## config.mk

```make
export PLATFORM = sky130hd
export DESIGN_NAME = stream_gap_timer
export DESIGN_NICKNAME = d
export VERILOG_FILES = /design/src/rtl/stream_checker_gap_timer.sv
export SDC_FILE = /design/constraint.sdc
export NUM_CORES = 1
export LEC_CHECK = 0
export CAP_MARGIN = 20
export CORE_AREA = 5 5 42 44
export CTS_BUF_LIST = sky130_fd_sc_hd__clkbuf_8
export DETAILED_ROUTE_END_ITERATION = 12
export DIE_AREA = 0 0 47 49
export SLEW_MARGIN = 20
export SYNTH_ARGS = -nofsm -noshare
export SYNTH_HDL_FRONTEND = slang
export SYNTH_SLANG_ARGS = --single-unit
```

## constraint.sdc

```tcl
create_clock -name clk -period 2.15 [get_ports clk]
set_input_delay 0.645 -clock clk [delete_from_list [all_inputs] [get_ports clk]]
set_output_delay 0.645 -clock clk [all_outputs]
set_load 0.05 [all_outputs]
```

## src/rtl/stream_checker_gap_timer.sv

```systemverilog
`default_nettype none
// ============================================================================
//  Module   : stream_gap_timer
//  Purpose  : Counts idle clocks between accepted words while the checker is
//             locked and raises a sticky timeout flag once the gap reaches
//             TIMEOUT_TICKS. The counter saturates at the limit.
//  Revision : 1.0  initial release
// ============================================================================
module stream_gap_timer #(
    parameter int TIMEOUT_TICKS = 64
) (
    input  logic clk,
    input  logic rst,
    input  logic clear,
    input  logic restart,
    input  logic run,
    output logic timeout
);

    localparam int                 c_CNT_W = $clog2(TIMEOUT_TICKS + 1);
    localparam logic [c_CNT_W-1:0] c_LIMIT = c_CNT_W'(TIMEOUT_TICKS);

    logic [c_CNT_W-1:0] r_cnt;
    logic [c_CNT_W-1:0] w_cnt_inc;
    logic               r_timeout;

    assign w_cnt_inc = r_cnt + 1'b1;
    assign timeout   = r_timeout;

    // Gap counter with saturation; the flag latches when the count reaches the limit.
    always_ff @(posedge clk) begin
        if (rst) begin
            r_cnt     <= '0;
            r_timeout <= 1'b0;
        end else if (clear) begin
            r_cnt     <= '0;
            r_timeout <= 1'b0;
        end else if (restart) begin
            r_cnt <= '0;
        end else if (run && (r_cnt != c_LIMIT)) begin
            r_cnt <= w_cnt_inc;
            if (w_cnt_inc == c_LIMIT) begin
                r_timeout <= 1'b1;
            end
        end
    end

endmodule : stream_gap_timer
`default_nettype wire

```

==> results of run 1 <==
## worst register-to-register path, delay by kind of cell (launching register included)
kind                     cells  cell delay [ns]
AND/OR/NAND/NOR              1             0.14
flip-flops                   1             0.43
adder cells (fa/ha/maj)      1             0.30
XOR/XNOR                     1             0.17
AO/OA/AOI/OAI                2             0.39
## flip-flops by register name (all words and copies together) (netlist names)
register / cells
r_cnt: 7
timeout: 1
## power by group
group / internal, mW / switching (mW) / total (mW) / leakage, nW
sequential: 0.150 / 0.00103 / 0.151 / 0.0645
clock: 0.121 / 0.0585 / 0.180 / 0.0216
combinational: 0.0121 / 0.00857 / 0.0207 / 0.127
## layer usage
metal | GRT usage | up-vias | routed length (um)
li1 | - | 211 | -
met3 | 0.0332 | 5 | 29
met2 | 0.143 | 8 | 437
met1 | 0.137 | 184 | 449
met4 | 0.111 | 0 | 53
met5 | 0 | - | 0
## logic make-up (layout without fill, tap and decap cells)
group	count (synthesis)	count (layout)	synth area share
compound gates	8	8	0.146
mux	1	1	0.0198
buf+inv	5	12	0.0569
flops	8	8	0.317
fa+ha+maj	3	3	0.0743
xor+xnor	7	7	0.121
simple gates	24	24	0.265
## final timing paths
path | start | to | slack [ns] | cells past startpoint
setup reg to reg | r_cnt[1] | timeout | 0.66 | 5
hold / removal | r_cnt[6] | r_cnt[6] | 0.51 | 2
setup / recovery | timeout | timeout | 0.16 | 1
hold reg to reg | r_cnt[6] | r_cnt[6] | 0.51 | 2
## final cells by class
type                            instances  area share
Clock buffer                            3      0.0676
Multi-Input combinational cell         43       0.518
Sequential cell                         8       0.262
Timing Repair Buffer                    7       0.107
Tap cell                               16      0.0328
Inverter                                2      0.0123
## placed cells by master, fill, tap and decap left out
cell type	instances
nor2_1	8
o22ai_1	1
xnor2_1	2
or2_4	1
xor2_1	5
dfxtp_1	8
inv_1	2
o32ai_1	1
or3_1	2
nand2_1	2
nand4_1	3
clkdlybuf4s50_1	5
o21ai_0	1
nor4b_2	1
nand2b_1	2
nor3b_1	1
mux2i_1	1
buf_4	2
o31ai_4	1
a31o_1	1
o21ba_2	1
o311ai_1	1
nand3_1	3
clkbuf_8	3
a21oi_1	1
ha_1	3
and3_1	1
## through the flow
| step | instance area [sq um] | utilization |
|---|---|---|
| after detailed placement | 569 | 0.406 |
| after floorplan | 505 | - |
| after global placement | 569 | 0.406 |
| final | 611 | 0.436 |
| after CTS | 611 | 0.436 |
| after global routing | 611 | 0.436 |
==> run summary, run 1 <==
remaining antenna violation count - 0
Placed Instances - 76
vias per cell - 5.16
Reg area - 160 sq um
WL final - 969 um
syn_nets - 64
synthesized area - 505 sq um
Avg Inst Size Synth - 9.03 sq um
Crit-path slowest cell - clkdlybuf4s50_1
Yosys top cell area share - 0.317
FP Rows - 14
Port Buffers - 5
detailed router's first-iteration violation count - 7
Hold Crit Class - reg -> reg
leak pwr - 0.213 nW
Buf+Inv Stages, Crit Path - 1
Ant. Diodes - 0
setup bufs post-CTS - 0
GR Overflow Total - 0
Pwr per Cell Area - 575 nW/um^2
top cells by area, synth - dfxtp_1 (32%), xor2_1 (8.7%), ha_1 (7.4%)
cell chosen for the clock root - clkbuf_8
yosys warns - 0
unrepaired setup endpoints after global routing - false
critical path's largest stage delay - 0.80 ns
status - finished clean
Final min period - 1.99 ns
DIE AREA - 2300 sq um
via count - 408
Ports - 6
global-route usage over all layers - 0.112
core area - 1400 sq um
pre-CTS worst setup slack - 0.185 ns
Final Power - 0.351 mW
Commonest cells post-synth - dfxtp_1 (8), nor2_1 (8), xor2_1 (5)
area of the multi-input gates - 317 sq um
EDFF count, synth - 0
Die W - 47 um
Routed WL per cell - 12.3 um
CP Class - reg -> out
area leader, netlist - dfxtp_1
WHS - 0.511 ns
Fin. Hold Viols - 0
Final #Nets - 73
post-synth cell types - 26
critical path, cell by cell - clkdlybuf4s50_1
prevailing post-synth register cell - dfxtp_1
Relative slew margins - 0.667
Critical Path Source Type - flop
Die Height - 49 um
CP Capture Type - output pin
crit-path leading delay family - buffers and inverters
asr flop ratio synth - 0
Post-Syn Instances - 56
Clock Skews - 0.00473 ns
Worst Slack Setup Final - 0.155 ns
Synth Register Bits - 8
initial antenna violation count - 0
max-cap check violation count - 0
vias in the first global route - 386
first-pass GRT wire length - 1.75 mm
arrival time worst endpoint - 1.35 ns
Max Freq - 0.501 GHz
fraction of layout cells with a size suffix above 1 - 0.143
post-CTS resize count - 0
Tcrit/Tclk final - 0.928
DRT Pass-1 Iters - 4
CTS Hold Bufs - 0
Filler cells - 148
H-tree levels - 1
Crit path required time - 1.50 ns
clock buffer depth - 2
TritonCTS clock tree - built
DP HPWL - 713 um
CTS buffer count - 3
remaining routing DRC violations - 0
Least-Margin Pin Slew - 0.498 ns
Sum Neg Setup Slack - 0 ns
Clk pin slew, worst setup/hold paths - 0.04 ns
worst ir drop on vdd - 343 uV
Final Setup Violations - 0
Synth-to-Final Area Change - 20.8%
clk sinks - 8
crit path max fanout - 2
clock network latency to the later pin of the worst-skew pair - 0.23 ns
GP Congestion - 0.774
starting density of the core - 0.361
largest net degree at the start of global routing - 10
Slew Viols, Final - 0
non-filler instance count after layout - 79
sequential share of the synthesized area - 0.317
Note: power is estimated with default switching activity, not from simulation.
==> run 2: changes to the inputs <==
- PLACE_DENSITY: unset -> 0.69
- SLEW_MARGIN: 20 -> unset
==> run 2 against run 1 <==
Sequential cell count did not move. Critical path depth did not move. Count of clock-buffer cells in the layout stayed put. First-iteration DRC count shrank 71%. Setup slack gained 0.0096 ns. Die area stayed put. Combinational power is 7% lower. Non-clock buffer count decreased by 1. Power barely moved. Register-to-register slack hardly changed. Final cell count fell by 1.3%. Largest power group unchanged. Highest routed layer unchanged.
==> run summary, run 2 (synthesized netlist as in run 1, its figures left out) <==
status - finished clean
placed inst area - 562 sq um
DP HPWL - 680 um
Critical Path Source Type - flop
Util after Layout - 0.430
core area - 1400 sq um
global-route usage over all layers - 0.102
largest net degree at the start of global routing - 10
GR Overflow Total - 0
Hold Crit Class - reg -> reg
TritonCTS clock tree - built
clock buffer depth - 2
critical path, cell by cell - clkdlybuf4s50_1
CTS Hold Bufs - 0
Filler cells - 148
detailed router's first-iteration violation count - 2
Slew Viols, Final - 0
Synth-to-Final Area Change - 19.3%
Sum Neg Setup Slack - 0 ns
via count - 404
Biggest register - r_cnt
Ant. Diodes - 0
Max Freq - 0.504 GHz
vias in the first global route - 353
Final #Nets - 72
CP Capture Type - output pin
Relative slew margins - 0.667
FP Rows - 14
arrival time worst endpoint - 1.34 ns
cell chosen for the clock root - clkbuf_8
Buf+Inv Stages, Crit Path - 1
GP Congestion - 0.808
most frequent cells in the layout - nor2_1 (8), dfxtp_1 (8), xor2_1 (5), clkdlybuf4s50_1 (5)
remaining antenna violation count - 0
Reg area - 160 sq um
Least-Margin Pin Slew - 0.498 ns
area of the multi-input gates - 317 sq um
Ports - 6
wire length on met2 - 425 um
design area - 603 sq um
DRT Pass-1 Iters - 2
max reg flops - 7
Routed WL per cell - 12.8 um
starting density of the core - 0.361
worst reg2reg setup slack - 0.67 ns
H-tree levels - 1
Final min period - 1.98 ns
Pwr per Cell Area - 582 nW/um^2
DR top layer - met4
initial antenna violation count - 0
unrepaired setup endpoints after global routing - false
Clock Skews - 0.00119 ns
remaining routing DRC violations - 0
Final Setup Violations - 0
worst ir drop on vdd - 257 uV
Post-Route M1 WL - 502 um
Port Buffers - 5
DIE AREA - 2300 sq um
post-CTS resize count - 0
vias per cell - 5.18
setup bufs post-CTS - 0
Crit-path slowest cell - clkdlybuf4s50_1
max-cap check violation count - 0
WL final - 996 um
CP Class - reg -> out
non-filler instance count after layout - 78
critical path's largest stage delay - 0.80 ns
Tcrit/Tclk final - 0.923
fraction of layout cells with a size suffix above 1 - 0.129
Worst Slack Setup Final - 0.165 ns
crit-path leading delay family - buffers and inverters
Placed Instances - 75
Clk pin slew, worst setup/hold paths - 0.04 ns
Die Height - 49 um
CTS buffer count - 3
clock network latency to the later pin of the worst-skew pair - 0.23 ns
WL met3 - 28 um
first-pass GRT wire length - 1.66 mm
Die W - 47 um
crit path max fanout - 2
clk sinks - 8
leak pwr - 0.208 nW
Crit path required time - 1.50 ns
Fin. Hold Viols - 0
pre-CTS worst setup slack - 0.160 ns
==> run 2: metal layers <==
| metal | global-route usage | vias to the layer above |
|---|---|---|
| met3 | 0.0332 | 5 |
| met5 | 0 | - |
| li1 | - | 210 |
| met4 | 0.0829 | 0 |
| met2 | 0.127 | 5 |
| met1 | 0.137 | 184 |
==> run 2: worst paths after layout <==
path              startpoint  depth (start not counted)        to
setup / recovery     timeout                          1   timeout
hold / removal      r_cnt[6]                          2  r_cnt[6]
setup reg to reg    r_cnt[1]                          5   timeout
hold reg to reg     r_cnt[6]                          2  r_cnt[6]
==> run 2: cell type report <==
class,instances,area share
well taps,16,0.0332
clock buffers,3,0.0685
flip-flops and latches,8,0.266
inverters,2,0.0124
multi-input cells,43,0.525
repair buffers,6,0.0954
==> run 2: report_power, final <==
| part | leakage, nW | internal (mW) | switching, mW | total [mW] |
|---|---|---|---|---|
| clock network | 0.0216 | 0.121 | 0.0594 | 0.181 |
| registers | 0.0645 | 0.150 | 0.00115 | 0.151 |
| logic | 0.122 | 0.0109 | 0.00840 | 0.0193 |
==> run 2: per-stage QoR <==
step	total power [mW]	hold WS (ns)
floorplan	0.161	0.483
global placement	0.172	0.499
global route	0.363	0.567
finish	0.351	0.516
detailed placement	0.173	0.512
CTS	0.355	0.517
